===== config.mk =====
export PLATFORM = sky130hd
export DESIGN_NAME = cross_bar_slave_arb
export DESIGN_NICKNAME = d
export VERILOG_FILES = /design/src/rtl/cross_bar_pkg.sv /design/src/rtl/cross_bar_rr_arb.sv /design/src/rtl/cross_bar_slave_arb.sv
export SDC_FILE = /design/constraint.sdc
export NUM_CORES = 1
export LEC_CHECK = 0
export CAP_MARGIN = 30
export CORE_AREA = 2 2 196 198
export CTS_BUF_LIST = sky130_fd_sc_hd__clkbuf_4
export CTS_CLUSTER_SIZE = 24
export DETAILED_ROUTE_END_ITERATION = 6
export DIE_AREA = 0 0 198 200
export SLEW_MARGIN = 20
export SYNTH_ARGS = -nofsm -noshare
export SYNTH_HDL_FRONTEND = slang
export SYNTH_SLANG_ARGS = --single-unit

===== constraint.sdc =====
create_clock -name clk -period 5.3 [get_ports clk]
set_input_delay 0.53 -clock clk [delete_from_list [all_inputs] [get_ports clk]]
set_output_delay 0.53 -clock clk [all_outputs]
set_load 0.005 [all_outputs]

===== src/rtl/cross_bar_pkg.sv =====
// Shared widths, types and constants for the crossbar slave-port arbiter.
package cross_bar_pkg;

    localparam int MASTER_N = 4;
    localparam int ADDR_W   = 32;
    localparam int DATA_W   = 32;
    localparam int SLAVE_W  = 2;   // slave-port select width across the crossbar
    localparam int IDX_W    = (MASTER_N > 1) ? $clog2(MASTER_N) : 1;

    typedef logic [ADDR_W-1:0] addr_t;
    typedef logic [DATA_W-1:0] data_t;
    typedef logic [IDX_W-1:0]  idx_t;

    typedef enum logic [1:0] {
        ST_IDLE,
        ST_REQ,
        ST_WAIT,
        ST_ACK
    } state_t;

    // Read data returned to a master whose slave never answered.
    localparam data_t TIMEOUT_RDATA = 32'hDEAD_BEEF;

endpackage


===== src/rtl/cross_bar_rr_arb.sv =====
// Combinational round-robin picker: the first requester strictly after ptr,
// wrapping from MASTER_N-1 to 0.
module cross_bar_rr_arb
    import cross_bar_pkg::*;
(
    input  logic [MASTER_N-1:0] req,
    input  idx_t                ptr,
    output logic [MASTER_N-1:0] onehot,
    output idx_t                idx
);

    logic found;
    idx_t cand;

    always_comb begin
        onehot = '0;
        idx    = '0;
        found  = 1'b0;
        cand   = '0;
        for (int i = 1; i <= MASTER_N; i++) begin
            cand = idx_t'((int'(ptr) + i) % MASTER_N);
            if (!found && req[cand]) begin
                found        = 1'b1;
                onehot[cand] = 1'b1;
                idx          = cand;
            end
        end
    end

endmodule


===== src/rtl/cross_bar_slave_arb.sv =====
// Slave-port arbiter: grants one master at a time round-robin, issues a single
// request to the slave and returns its completion (or a timeout) to the master.
//
// state | meaning
// IDLE  | waiting for any m_req; picks and latches the winner
// REQ   | one-cycle slave_req; read data captured at end of cycle
// WAIT  | waiting for slave_ack, bounded by TIMEOUT_CYC
// ACK   | one-cycle m_ack to the granted master
module cross_bar_slave_arb
    import cross_bar_pkg::*;
#(
    parameter int TIMEOUT_CYC = 16
) (
    input  logic                 clk,
    input  logic                 aresetn,
    input  logic [MASTER_N-1:0]  m_req,
    input  addr_t [MASTER_N-1:0] m_addr,
    input  logic [MASTER_N-1:0]  m_cmd,
    input  data_t [MASTER_N-1:0] m_wdata,
    output logic [MASTER_N-1:0]  m_ack,
    output data_t [MASTER_N-1:0] m_rdata,
    output logic                 slave_req,
    output addr_t                slave_addr,
    output logic                 slave_cmd,
    output data_t                slave_wdata,
    input  logic                 slave_ack,
    input  data_t                slave_rdata,
    output logic                 timeout_err
);

    localparam logic [7:0] CNT_LAST = 8'(TIMEOUT_CYC - 1);

    state_t              state_q, state_d;
    idx_t                grant_q, last_grant_q;
    idx_t                pick_idx;
    logic [MASTER_N-1:0] pick_oh;
    logic [7:0]          cnt_q;
    data_t               rdata_q;
    logic                to_q;
    logic                timeout_hit;

    cross_bar_rr_arb u_rr_arb (
        .req    (m_req),
        .ptr    (last_grant_q),
        .onehot (pick_oh),
        .idx    (pick_idx)
    );

    assign timeout_hit = (state_q == ST_WAIT) && !slave_ack && (cnt_q == CNT_LAST);

    always_ff @(posedge clk or negedge aresetn) begin
        if (!aresetn) state_q <= ST_IDLE;
        else          state_q <= state_d;
    end

    always_comb begin
        state_d = state_q;
        case (state_q)
            ST_IDLE: if (|m_req) state_d = ST_REQ;
            ST_REQ:  state_d = ST_WAIT;
            ST_WAIT: if (slave_ack || timeout_hit) state_d = ST_ACK;
            ST_ACK:  state_d = ST_IDLE;
            default: state_d = ST_IDLE;
        endcase
    end

    // All outputs decode registered state only, so slave_ack never reaches them combinationally.
    always_comb begin
        m_ack       = '0;
        slave_req   = (state_q == ST_REQ);
        timeout_err = 1'b0;
        if (state_q == ST_ACK) begin
            m_ack[grant_q] = 1'b1;
            timeout_err    = to_q;
        end
    end

    always_ff @(posedge clk or negedge aresetn) begin
        if (!aresetn) begin
            grant_q      <= '0;
            last_grant_q <= idx_t'(MASTER_N - 1);
            cnt_q        <= '0;
            rdata_q      <= '0;
            to_q         <= 1'b0;
            slave_addr   <= '0;
            slave_cmd    <= 1'b0;
            slave_wdata  <= '0;
            m_rdata      <= '0;
        end else begin
            case (state_q)
                ST_IDLE: begin
                    cnt_q <= '0;
                    to_q  <= 1'b0;
                    if (|m_req) begin
                        grant_q <= pick_idx;
                        for (int i = 0; i < MASTER_N; i++) begin
                            if (pick_oh[i]) begin
                                slave_addr  <= m_addr[i];
                                slave_cmd   <= m_cmd[i];
                                slave_wdata <= m_wdata[i];
                            end
                        end
                    end
                end
                ST_REQ: begin
                    if (!slave_cmd) rdata_q <= slave_rdata;
                end
                ST_WAIT: begin
                    cnt_q <= cnt_q + 8'd1;
                    if (slave_ack) begin
                        last_grant_q     <= grant_q;
                        m_rdata[grant_q] <= rdata_q;
                    end else if (timeout_hit) begin
                        rdata_q          <= TIMEOUT_RDATA;
                        to_q             <= 1'b1;
                        m_rdata[grant_q] <= TIMEOUT_RDATA;
                    end
                end
                default: ;
            endcase
        end
    end

endmodule


# Word level (Yosys, flattened, before mapping)
# Cells that the tools add are included.
word_totals:
  word_cells: 130
  register_bits: 240
  output_inout_bits: 199
op_classes:
  bitwise_logic: 6
  n_lt_le_gt_ge: 10
  reduce_logical: 28
  eq_ne: 9
  n_mux: 59
  addsub: 5
op_table:
  columns: ["operator", "n"]
  rows:
  - ["32-bit 2-to-1 mux", 12]
  - ["128-bit 2-to-1 mux", 2]
  - ["128-bit bitwise mux", 1]
  - ["96-bit bitwise OR", 1]
  - ["32-bit demux with 2-bit select", 1]
  - ["32-bit case mux with 2 select lines", 1]
  - ["32-bit AND", 1]
  - ["32-bit NOT", 1]
  - ["4-bit 2-to-1 mux", 5]
  - ["1-bit 2-to-1 mux", 19]
  - ["8-bit case mux with 2 select lines", 1]
  - ["2-bit by 3-bit < comparator with 1-bit output, second input constant", 5]
  - ["2-bit 2-to-1 mux", 6]
  - ["4-bit bitwise OR", 3]
  - ["1-bit demux with 2-bit select", 5]
  - ["2-bit by 1-bit greater-or-equal comparator with 1-bit output, second input constant", 5]
  - ["1-bit logical AND", 10]
  - ["8-bit by 1-bit adder with 8-bit output, second input constant", 1]
  - ["1-bit binary-select mux with 2-bit select", 4]
  - ["8-bit by 4-bit == test with 1-bit output, second input constant", 1]
  - ["2-bit inequality test, second input constant", 4]
  - ["2-bit case mux with 4 select lines", 1]
  - ["2-bit AND reduction", 4]
  - ["3-bit AND reduction", 2]
  - ["13 further kinds", 21]

# Depth between registers and ports, before layout
# Gate-level depths: netlist of run 1.
logic_depth:
  word_depth: 17
  mapped_depth: 12

# Hierarchy
# Synthesis of run 1 repeated with hierarchy kept, for this count alone.
unflattened:
  hier_cells: 1273
  hier_area_um2: 12553.3
modules_own_cells:
  columns: ["module", "area_per_inst_um2", "seq_area_each_um2", "cells_each", "n_inst"]
  rows:
  - ["cross_bar_slave_arb", 12007.8, 6008.3, 1205, 1]
  - ["cross_bar_rr_arb", 545.5, 0.0, 68, 1]

# Worst setup path after synthesis of run 1
# OpenSTA, ideal clock, no wires.
synth_timing:
  path_kind: "register to register"
  start: "register last_grant_q[0]"
  end: "register slave_wdata[11]"
  arrival_time_ps: 3294
  path_buffers: 4
  t_required_ps: 5214
  stages_incl_launch_ff: 13
  setup_ps: 86
  path_slack_ps: 1921
  cell_sequence: "dfstp_2 > buf_6 > inv_1 > ha_1 > mux4_2 > a21o_1 > o22ai_2 > nand2_1 > buf_2 > or4_4 > buf_6 > buf_6 > a32oi_1"
synth_between:
  elab_chain_len: 16
synth_rtl:
  columns: ["element", "line", "rtl"]
  rows:
  - ["from (decl)", "cross_bar_slave_arb.sv:34", "idx_t grant_q, last_grant_q;"]
  - ["from (signal assigned)", "cross_bar_slave_arb.sv:81", "last_grant_q <= idx_t'(MASTER_N - 1);"]
  - ["from (signal assigned)", "cross_bar_slave_arb.sv:111", "last_grant_q <= grant_q;"]
  - ["parallel branches: the longest is 12 deep, another holds 2-bit by 3-bit < comparator with 1-bit output", null, null]
  - ["4-bit 2-to-1 mux (*)", "cross_bar_rr_arb.sv:22", "if (!found && req[cand]) begin"]
  - ["32-bit 2-to-1 mux (3 in a row)", "cross_bar_slave_arb.sv:97", "if (pick_oh[i]) begin"]
  - ["to (signal assigned)", "cross_bar_slave_arb.sv:100", "slave_wdata <= m_wdata[i];"]
  - ["to (decl)", "cross_bar_slave_arb.sv:25", "output data_t slave_wdata,"]
# Mark *: on every way between the ends. The select of a mux whose other input is x is not followed.
# A chain may end at the register's enable or synchronous reset.

# Worst setup path after layout of run 1
layout_timing:
  start: "register last_grant_q[0]"
  end: "register slave_addr[24]"
layout_between:
  elab_chain_len: 16
layout_rtl:
  columns: ["element", "line", "rtl"]
  rows:
  - ["parallel branches: the longest is 12 deep, another holds 2-bit by 3-bit < comparator with 1-bit output", null, null]
  - ["4-bit 2-to-1 mux (*)", "cross_bar_rr_arb.sv:22", null]
  - ["32-bit 2-to-1 mux (3 in a row)", "cross_bar_slave_arb.sv:97", null]
  - ["to (signal assigned)", "cross_bar_slave_arb.sv:98", "slave_addr <= m_addr[i];"]
  - ["to (decl)", "cross_bar_slave_arb.sv:23", "output addr_t slave_addr,"]
# Marks and branches as above.

==> run summary, run 1 <==
Post-Synthesis Cells = 1330
vias per std cell = 5.22
number of top-level pins = 498
FF+latch count, synth = 240
total power divided by cell area = 627 nW/um^2
antenna violations before repair = 13
number of flops mapped to enable cells by yosys = 0
number of remaining DRC errors = 0
number of global-route vias before repair = 12600
Yosys top cell area share = 0.478
average routed wire per standard cell = 21.6 microns
required time at the endpoint of the critical path = 5.77 ns
die boundary height = 200 microns
result of the run = finished clean
main flop type after synthesis = sky130_fd_sc_hd__dfrtp_1
leakage power summed over all cells = 8.48 nW
warning count from the yosys run = 0
gpl congestion = 0.935
post-synthesis average cell area = 9.36 sq um
Max rail drop VDD = 0.652 mV
biggest area consumer among synthesized cells = sky130_fd_sc_hd__dfrtp_1
CTS H-tree lvls = 3
CP Cell Sequence = inv_1 > ha_1 > mux4_2 > nor4b_4 > nand2_4 > buf_4 > and3_1 > o311ai_0 > a32oi_1
Detail Route Antenna Nets = 0
most numerous cell types in the synthesized netlist = sky130_fd_sc_hd__dfrtp_1, sky130_fd_sc_hd__nand2_1, sky130_fd_sc_hd__o21ai_0, sky130_fd_sc_hd__inv_1, sky130_fd_sc_hd__clkbuf_1
RSZ-0062 raised after global routing = false
count of final setup violators = 0
fin area = 18700 sq um
Pre-Repair DR Iteration Count = 7
share of synthesized area occupied by flip-flops and latches = 0.483
Final min period = 4.29 ns
placement-stage worst setup slack = 1.09 ns
total number of vias = 12300
maximum buffer depth of the clock tree = 3
starting utilization of the core area = 0.333
Die Area = 39600 sq um
total of max-cap violations = 0
sum of routed wire length over all layers = 50.8 mm
GRT Residual Overflow = 0
horizontal die dimension = 198 microns
Max-slew headroom = 0.377
pin count of the biggest net entering global routing = 131
Net Count, Synth = 1642
summed negative setup slack over all endpoints = 0 ns
Starting DRT DRC Count = 808
Synth Cell Area = 12500 sq um
timing-limited maximum frequency = 0.233 GHz
number of clock buffers inserted by TritonCTS = 70
final hold violation count = 0
endpoint arrival time on the critical path = 4.76 ns
Global Route Usage Sum = 0.252
share of the clock period used by the worst path after layout = 0.810
layout cells sized above 1 = 0.0839
hold crit path type = in2reg
worst-path fanout max = 101
Power Total = 11.7 mW
clock tree from TritonCTS = yes
slowest stage cell, crit path = sky130_fd_sc_hd__dfstp_2
slew at the pin with the worst max-slew slack = 0.935 ns
number of inserted filler cells in the final layout = 3568
global-route wire length before repair = 76.4 mm
CP Launch Type = register
HPWL after detailed placement = 35.6 mm
count of different cell masters after synthesis = 44
number of nets in the layout = 2108
Async SR Flop Fraction = 1.00
cell with the most instances after synthesis = sky130_fd_sc_hd__dfrtp_1
final-report max-slew violation count = 0
path type of the worst setup path = reg2reg
clock sink count = 240
endpoint type of the worst setup path = register
Worst-Skew Late Latency = 0.66 ns
Port Buf Inserts = 497
Clock transition at path regs = 0.06 ns
largest cells by area after synthesis = sky130_fd_sc_hd__dfrtp_1, sky130_fd_sc_hd__o21ai_0, sky130_fd_sc_hd__nand2_1, sky130_fd_sc_hd__a32oi_1, sky130_fd_sc_hd__a21o_1
cell at the root of the clock tree = sky130_fd_sc_hd__clkbuf_4
count of standard-cell rows = 71
layout overhead on the synthesized area = 50.3%
highest cell delay on the worst timing path = 0.72 ns
total cell area at the placement stage = 17800 sq um
total core area = 37400 sq um
setup slack of the critical path after layout = 1.01 ns
Worst Clk Skew = 0.0472 ns
kinds of logic (layout without fill, tap and decap cells):
logic type | Yosys count | in the layout | synth area share
AOI/OAI and AO/OA | 485 | 485 | 0.267
and+or+nand+nor | 316 | 316 | 0.123
DFF | 240 | 240 | 0.483
buffers and inverters | 233 | 739 | 0.0759
muxes | 43 | 43 | 0.0390
adders and majority gates | 13 | 13 | 0.0131
other | 0 | 8 | 0
power breakdown:
part	switching [mW]	internal, mW	leakage, nW	total (mW)
clock	0.798	0.994	0.516	1.79
sequential	0.541	2.71	2.86	3.26
combinational	3.67	3.01	5.10	6.68
metrics by stage:
step	instances	hold slack, ns	util
floorplan	1330	0.234	-
global placement	2232	0.455	0.475
detailed placement	2234	0.461	0.476
CTS	2347	0.371	0.500
global route	2355	0.402	0.501
finish	2355	0.459	0.501
cell type report:
cell class	instances	area, sq um	area share
diodes	8	20.0	0.00107
clock buffers	99	743	0.0397
clock inverters	13	129	0.00688
inverters	108	405	0.0217
multi-input cells	857	5560	0.297
flip-flops and latches	240	6010	0.321
well taps	511	639	0.0342
repair buffers	519	5220	0.279
registers in the layout (all words and copies together), names as in the netlist:
| name | count |
|---|---|
| grant_q | 2 |
| state_q | 2 |
| slave_wdata | 32 |
| to_q | 1 |
| slave_cmd | 1 |
| last_grant_q | 2 |
| slave_addr | 32 |
| m_rdata | 128 |
| cnt_q | 8 |
| rdata_q | 32 |
cells in the final DEF, fill, tap and decap left out, types with 3 or more instances in the layout:
cell type	synthesis	final
sky130_fd_sc_hd__nor2b_1	24	24
sky130_fd_sc_hd__mux4_2	4	4
sky130_fd_sc_hd__nand4_1	3	3
sky130_fd_sc_hd__a21oi_1	71	71
sky130_fd_sc_hd__o311ai_1	9	9
sky130_fd_sc_hd__clkdlybuf4s50_1	0	496
sky130_fd_sc_hd__clkbuf_4	0	99
sky130_fd_sc_hd__bufinv_16	0	3
sky130_fd_sc_hd__o21ai_0	136	136
sky130_fd_sc_hd__nand2_2	0	4
sky130_fd_sc_hd__buf_4	0	16
sky130_fd_sc_hd__a21o_1	69	69
sky130_fd_sc_hd__a32oi_1	61	61
sky130_fd_sc_hd__o311ai_0	56	56
sky130_fd_sc_hd__a21boi_0	65	65
sky130_fd_sc_hd__nor3b_1	4	4
sky130_fd_sc_hd__diode_2	0	8
sky130_fd_sc_hd__ha_1	13	12
sky130_fd_sc_hd__inv_1	108	108
sky130_fd_sc_hd__dfrtp_1	238	238
sky130_fd_sc_hd__clkinv_1	0	9
sky130_fd_sc_hd__nand2_1	159	154
sky130_fd_sc_hd__mux2i_1	35	35
sky130_fd_sc_hd__mux2_2	4	4
sky130_fd_sc_hd__nand2b_1	12	11
sky130_fd_sc_hd__buf_12	0	4
sky130_fd_sc_hd__and3_1	66	66
sky130_fd_sc_hd__a32oi_2	4	4
sky130_fd_sc_hd__nand3_1	5	4
sky130_fd_sc_hd__nor2_1	31	31
what timing repair did:
item / CTS / global route
resized for setup: 0 / 0
endpoints found under the hold margin: 82 / 0
setup buffers: 0 / 0
hold buffers: 1 / 0
worst max-delay path: cells and delay by family, from the launching register on:
kind,cells,cell delay [ns]
flip-flops,1,0.72
adder cells (fa/ha/maj),1,0.42
AND/OR/NAND/NOR,3,1.06
buffers and inverters,2,0.62
multiplexers,1,0.65
AO/OA/AOI/OAI,2,0.54
routing by layer:
metal,wire [microns],up-vias,part of all wire,track usage
li1,-,5713,-,-
met3,4570,80,0.090,0.0820
met1,20400,5938,0.40,0.309
met5,57,-,0.0011,0
met4,1420,8,0.028,0.0902
met2,24400,543,0.48,0.418
final timing paths:
path | from | endpoint | slack (ns) | cells after the start
worst min register to register | to_q | to_q | 0.47 | 2
max in group asynchronous | aresetn | slave_wdata[0] | 3.70 | 3
min in group asynchronous | aresetn | m_rdata[27] | 0.48 | 2
worst min-delay path | slave_rdata[8] | rdata_q[8] | 0.46 | 3
worst max register to register | last_grant_q[0] | slave_addr[24] | 1.01 | 9
worst max-delay path | last_grant_q[0] | slave_addr[24] | 1.01 | 9
(Power assumes the default switching activity.)
==> run 2: changes to the inputs <==
PLACE_DENSITY = 0.67   (was unset)
clock period = 3.9 ns   (was 5.3 ns; I/O delays follow)
==> run summary, run 2 (same netlist as run 1, synthesis figures left out) <==
horizontal die dimension = 198 microns (unchanged)
cell at the root of the clock tree = sky130_fd_sc_hd__clkbuf_4
crit-path leading delay family = simple AND/OR/NAND/NOR gates
HPWL after detailed placement = 36.2 mm (+1.6%)
commonest cells after routing, fill and taps aside = sky130_fd_sc_hd__clkdlybuf4s50_1, sky130_fd_sc_hd__dfrtp_1, sky130_fd_sc_hd__nand2_1, sky130_fd_sc_hd__o21ai_0, sky130_fd_sc_hd__inv_1
hold crit path type = in2reg
Die Area = 39600 sq um (unchanged)
flip-flop count of the largest register after layout = 128 (unchanged)
required time at the endpoint of the critical path = 4.46 ns (-1.31 ns)
total core area = 37400 sq um (unchanged)
endpoint type of the worst setup path = register
gpl congestion = 0.910 (-2.7%)
clock tree from TritonCTS = yes
number of inserted filler cells in the final layout = 3442 (-3.5%)
global-route wire length before repair = 75.2 mm (-1.6%)
slowest stage cell, crit path = sky130_fd_sc_hd__or4_4
average routed wire per standard cell = 21.2 microns (-1.8%)
CTS H-tree lvls = 3 (unchanged)
antenna violations before repair = 12 (-1)
Max-slew headroom = 0.438 (+0.0616)
fin area = 18800 sq um (+0.57%)
slew at the pin with the worst max-slew slack = 0.843 ns (-0.0923 ns)
layout cells sized above 1 = 0.0879 (+0.00407)
sum of routed wire length over all layers = 50.1 mm (-1.4%)
number of nets in the layout = 2111 (+0.14%)
final hold violation count = 0 (unchanged)
number of remaining DRC errors = 0 (unchanged)
largest register by flop count = m_rdata
maximum buffer depth of the clock tree = 3 (unchanged)
starting utilization of the core area = 0.333 (unchanged)
sequential cell fraction of total power = 0.275 (-0.003)
combinational power share = 0.573 (+0.003)
clock sink count = 240 (unchanged)
number of top-level pins = 498 (unchanged)
Port Buf Inserts = 497 (unchanged)
CP Cell Sequence = inv_1 > ha_1 > mux4_2 > a21o_1 > o22ai_4 > nand2_1 > or4_4 > a32oi_1
Pre-Repair DR Iteration Count = 5 (-2)
endpoint arrival time on the critical path = 4.34 ns (-0.42 ns)
setup slack of the critical path after layout = 0.119 ns (-0.888 ns)
number of cells after detailed placement = 2237 (+0.13%)
layout overhead on the synthesized area = 51.2%
worst-path fanout max = 65 (-36%)
Clk network pwr share = 0.152 (about the same)
P_sw = 6.90 mW (+38%)
share of the clock period used by the worst path after layout = 0.970 (+0.159)
Starting DRT DRC Count = 737 (-8.8%)
total cell area at the placement stage = 17900 sq um (+0.37%)
timing-limited maximum frequency = 0.264 GHz (+14%)
die boundary height = 200 microns (unchanged)
Worst Clk Skew = 0.0316 ns (-0.0156 ns)
footprint of the flip-flops and latches = 6010 sq um (unchanged)
internal portion of total power = 9.25 mW (+38%)
number of global-route vias before repair = 12700 (+1.2%)
Max rail drop VDD = 0.808 mV (+24%)
leakage power summed over all cells = 8.53 nW (+0.62%)
CP Launch Type = register
total number of vias = 12400 (+0.77%)
count of final setup violators = 0 (unchanged)
worst hold slack = 0.312 ns (-0.147 ns)
placement-stage worst setup slack = 0.0118 ns (-1.07 ns)
number of clock buffers inserted by TritonCTS = 69 (-1.4%)
Final min period = 3.78 ns (-0.512 ns)
pin count of the biggest net entering global routing = 131 (unchanged)
total power divided by cell area = 858 nW/um^2 (+37%)
Clock transition at path regs = 0.06 ns (about the same)
total buffers and inverters traversed by the critical path = 1 (-1)
vias per std cell = 5.24 (+0.39%)
most common cell after layout, fill and taps aside = sky130_fd_sc_hd__clkdlybuf4s50_1
Finished Layout Cells = 2364 (+0.38%)
Worst-Skew Late Latency = 0.67 ns (about the same)
footprint of the multi-input gates = 5560 sq um (+0.14%)
count of standard-cell rows = 71 (unchanged)
RSZ-0062 raised after global routing = true
GRT Residual Overflow = 0 (unchanged)
path type of the worst setup path = reg2reg
Detail Route Antenna Nets = 0 (unchanged)
highest cell delay on the worst timing path = 0.92 ns (+0.20 ns)
final-report max-slew violation count = 0 (unchanged)
Sw Share = 0.427 (about the same)
result of the run = finished clean
Global Route Usage Sum = 0.249 (-0.00350)
total of max-cap violations = 0 (unchanged)
run 2: cell count changes in the layout (fill, tap and decap cells not counted), moves of 2 or more:
cell                         change
sky130_fd_sc_hd__buf_12          +4
sky130_fd_sc_hd__o311ai_0       -10
sky130_fd_sc_hd__diode_2         +3
sky130_fd_sc_hd__o311ai_1        +9
sky130_fd_sc_hd__clkinvlp_4      +2
run 2: per-layer routing:
layer	share of wire	routed length [microns]	track usage
met5	0.00032	16	0
met1	0.39	19700	0.301
met2	0.49	24300	0.418
met3	0.087	4360	0.0699
met4	0.034	1700	0.105
run 2: final cells by class:
class	instances	area share
antenna	11	0.00146
clock buffer	99	0.0395
clock inverter	15	0.00764
inverter	108	0.0215
multi-input combinational	857	0.296
sequential	240	0.319
tap	511	0.0340
timing repair buffer	523	0.281
run 2: repair_timing:
item,4_1_cts,5_1_grt
endpoints found under the hold margin,93,0
resized for setup,1,11
pin swaps,0,1
setup endpoints to repair,1,56
setup buffers,0,1
hold buffers,1,0
run 2: final timing paths:
| path | startpoint | end | slack (ns) | cells after the start |
|---|---|---|---|---|
| max | last_grant_q[1] | slave_addr[17] | 0.12 | 8 |
| min in group asynchronous | aresetn | m_rdata[86] | 0.35 | 2 |
| max reg2reg | last_grant_q[1] | slave_addr[17] | 0.12 | 8 |
| min reg2reg | m_rdata[87] | m_rdata[87] | 0.48 | 2 |
| max in group asynchronous | aresetn | m_rdata[50] | 2.45 | 3 |
| min | slave_rdata[20] | rdata_q[20] | 0.31 | 3 |
run 2: power groups by stage:
stage          Combinational [mW]  Sequential, mW  Clock (mW)
2_1_floorplan                5.02            4.36           0
3_3_place_gp                 8.91            4.46           0
3_5_place_dp                 9.14            4.48           0
4_1_cts                      9.19            4.45        2.54
5_1_grt                      10.1            4.57        2.70
6_report                     9.25            4.44        2.46
run 2: metrics by stage:
step	setup TNS, ns	utilization	power, mW
after global routing	-0.405	0.503	17.4
after floorplan	0	-	9.38
after detailed placement	0	0.478	13.6
final	0	0.503	16.2
after CTS	0	0.502	16.2
after global placement	0	0.478	13.4
run 2: worst reg2reg max path, cell delays in order (launching register included):
cell and delay [ns]:
sky130_fd_sc_hd__dfstp_2 0.62, sky130_fd_sc_hd__inv_1 0.14, sky130_fd_sc_hd__ha_1 0.41, sky130_fd_sc_hd__mux4_2 0.65
sky130_fd_sc_hd__a21o_1 0.23, sky130_fd_sc_hd__o22ai_4 0.17, sky130_fd_sc_hd__nand2_1 0.12, sky130_fd_sc_hd__or4_4 0.92
sky130_fd_sc_hd__a32oi_1 0.40
==> run 3: changes to the inputs <==
CELL_PAD_IN_SITES_DETAIL_PLACEMENT = 1   (was unset)
CELL_PAD_IN_SITES_GLOBAL_PLACEMENT = 2   (was unset)
CORE_AREA = unset   (was 2 2 196 198)
CORE_MARGIN = 2   (was unset)
CORE_UTILIZATION = 23   (was unset)
DIE_AREA = unset   (was 0 0 198 200)
PLACE_DENSITY = 0.79   (was 0.67)
==> run summary, run 3 (same netlist as run 1, synthesis figures left out) <==
timing-limited maximum frequency = 0.272 GHz (+2.7%)
antenna violations before repair = 32 (+20)
RSZ-0062 raised after global routing = false
result of the run = finished clean
Worst Clk Skew = 0.0649 ns (+0.0333 ns)
clock sink count = 240 (unchanged)
Clk network pwr share = 0.148 (-0.004)
total number of vias = 12500 (+0.99%)
endpoint type of the worst setup path = register
HPWL after detailed placement = 41.6 mm (+15%)
FF-to-FF path depth = 11 (+3)
starting utilization of the core area = 0.232 (-0.101)
Pre-Repair DR Iteration Count = 5 (unchanged)
number of clock buffers inserted by TritonCTS = 72 (+4.3%)
final hold violation count = 0 (unchanged)
most common cell after layout, fill and taps aside = sky130_fd_sc_hd__clkdlybuf4s50_1
Final min period = 3.68 ns (-0.0992 ns)
die boundary height = 237 microns (+18%)
number of global-route vias before repair = 13600 (+7.4%)
Starting DRT DRC Count = 587 (-20%)
vias per std cell = 4.85 (-7.4%)
sum of routed wire length over all layers = 57.5 mm (+15%)
CTS H-tree lvls = 3 (unchanged)
largest register by flop count = m_rdata
total of max-cap violations = 0 (unchanged)
total core area = 53700 sq um (+44%)
Max rail drop VDD = 0.687 mV (-15%)
count of standard-cell rows = 85 (+20%)
Clock transition at path regs = 0.07 ns (about the same)
GRT Residual Overflow = 0 (unchanged)
path type of the worst setup path = reg2reg
number of nets in the layout = 2128 (+0.81%)
endpoint arrival time on the critical path = 4.29 ns (-0.05 ns)
summed negative setup slack over all endpoints = 0 ns (unchanged)
layout cells sized above 1 = 0.0997 (+0.0118)
average routed wire per standard cell = 22.3 microns (+5.2%)
Port Buf Inserts = 497 (unchanged)
required time at the endpoint of the critical path = 4.51 ns (+0.05 ns)
CP Launch Type = register
layout overhead on the synthesized area = 54.5%
Worst-Skew Late Latency = 0.78 ns (+0.11 ns)
Max-slew headroom = 0.443 (+0.00511)
sequential cell fraction of total power = 0.267 (-0.008)
Global Route Usage Sum = 0.201 (-0.0477)
share of the clock period used by the worst path after layout = 0.944 (-0.0254)
total power divided by cell area = 868 nW/um^2 (+1.2%)
combinational power share = 0.585 (+0.012)
Die Area = 56000 sq um (+41%)
Detail Route Antenna Nets = 0 (unchanged)
worst reg2reg setup slack = 0.22 ns (+0.10 ns)
number of remaining DRC errors = 0 (unchanged)
Sw Share = 0.435 (+0.00779)
number of top-level pins = 498 (unchanged)
Power Total = 16.7 mW (+3.4%)
P_sw = 7.26 mW (+5.3%)
horizontal die dimension = 237 microns (+20%)
commonest cells after routing, fill and taps aside = sky130_fd_sc_hd__clkdlybuf4s50_1, sky130_fd_sc_hd__dfrtp_1, sky130_fd_sc_hd__nand2_1, sky130_fd_sc_hd__o21ai_0, sky130_fd_sc_hd__clkbuf_4
gpl congestion = 0.917 (+0.71%)
clock tree from TritonCTS = yes
slew at the pin with the worst max-slew slack = 0.835 ns (-0.00767 ns)
flip-flop count of the largest register after layout = 128 (unchanged)
cell at the root of the clock tree = sky130_fd_sc_hd__clkbuf_4
leakage power summed over all cells = 8.63 nW (+1.1%)
number of inserted filler cells in the final layout = 6144 (+79%)
global-route wire length before repair = 85.4 mm (+13%)
pin count of the biggest net entering global routing = 131 (unchanged)
count of final setup violators = 0 (unchanged)
hold crit path type = in2async
worst-path fanout max = 130 (+100%)
final-report max-slew violation count = 0 (unchanged)
worst hold slack = 0.203 ns (-0.110 ns)
maximum buffer depth of the clock tree = 3 (unchanged)
internal portion of total power = 9.44 mW (+2.0%)
run 3: cell count changes in the layout (fill, tap and decap cells not counted), sizes merged, moves of 2 or more:
| cell | delta |
|---|---|
| buf | +13 |
| diode | +5 |
| bufinv | -3 |
| inv | +2 |
| clkbuf | +11 |
run 3: metal layers:
layer	vias to the layer above	routed length (microns)	global-route usage
li1	5776	-	-
met1	6066	22800	0.230
met2	485	26200	0.317
met3	142	4980	0.0801
met4	30	3270	0.121
met5	-	189	0
run 3: final timing paths:
| path | to | startpoint |
|---|---|---|
| min in group clk | rdata_q[27] | slave_rdata[27] |
| setup / recovery | slave_addr[21] | last_grant_q[1] |
| hold reg to reg | to_q | to_q |
| max in group asynchronous | m_rdata[36] | aresetn |
| hold / removal | slave_wdata[19] | aresetn |
| setup reg to reg | slave_addr[21] | last_grant_q[1] |
run 3: per-stage QoR:
stage               worst slack (ns)  instances  instance area, sq um  utilization
floorplan                      0.521       1330                 12500            -
global placement               0.260       2433                 18200        0.339
detailed placement            0.0913       2433                 18200        0.339
CTS                           0.0335       2557                 19100        0.356
global route                  0.0497       2574                 19200        0.358
finish                         0.218       2577                 19200        0.358
run 3: repair_timing:
| item | in CTS | in global routing |
|---|---|---|
| setup buffers | 0 | 2 |
| resized for setup | 0 | 7 |
| endpoints found under the setup margin | 0 | 65 |
| hold buffers | 1 | 0 |
| hold endpoints to repair | 88 | 0 |
run 3: final cells by class:
class	count	area, sq um	share of cell area
Sequential cell	240	6010	0.312
Multi-Input combinational cell	859	5620	0.292
Timing Repair Buffer	535	5410	0.281
Tap cell	696	871	0.0453
Clock buffer	111	833	0.0433
Inverter	108	405	0.0211
Clock inverter	12	55.1	0.00286
Antenna cell	16	40.0	0.00208
run 3: critical path: stages, from the launching register on:
cell and delay (ns):
sky130_fd_sc_hd__dfstp_2 0.62, sky130_fd_sc_hd__inv_1 0.16, sky130_fd_sc_hd__ha_4 0.35, sky130_fd_sc_hd__mux4_2 0.61, sky130_fd_sc_hd__nor4b_4 0.29, sky130_fd_sc_hd__buf_4 0.19
sky130_fd_sc_hd__nand2_4 0.06, sky130_fd_sc_hd__buf_12 0.20, sky130_fd_sc_hd__and3_1 0.29, sky130_fd_sc_hd__o311ai_0 0.32, sky130_fd_sc_hd__buf_4 0.18, sky130_fd_sc_hd__a32oi_1 0.08
run 3: power by group through the flow:
stage          Combinational (mW)  Sequential, mW  Clock (mW)
2_1_floorplan                5.02            4.36           0
3_5_place_dp                 9.67            4.51           0
5_1_grt                      10.7            4.61        2.72
4_1_cts                      9.70            4.48        2.58
6_report                     9.77            4.46        2.46
3_3_place_gp                 9.43            4.47           0
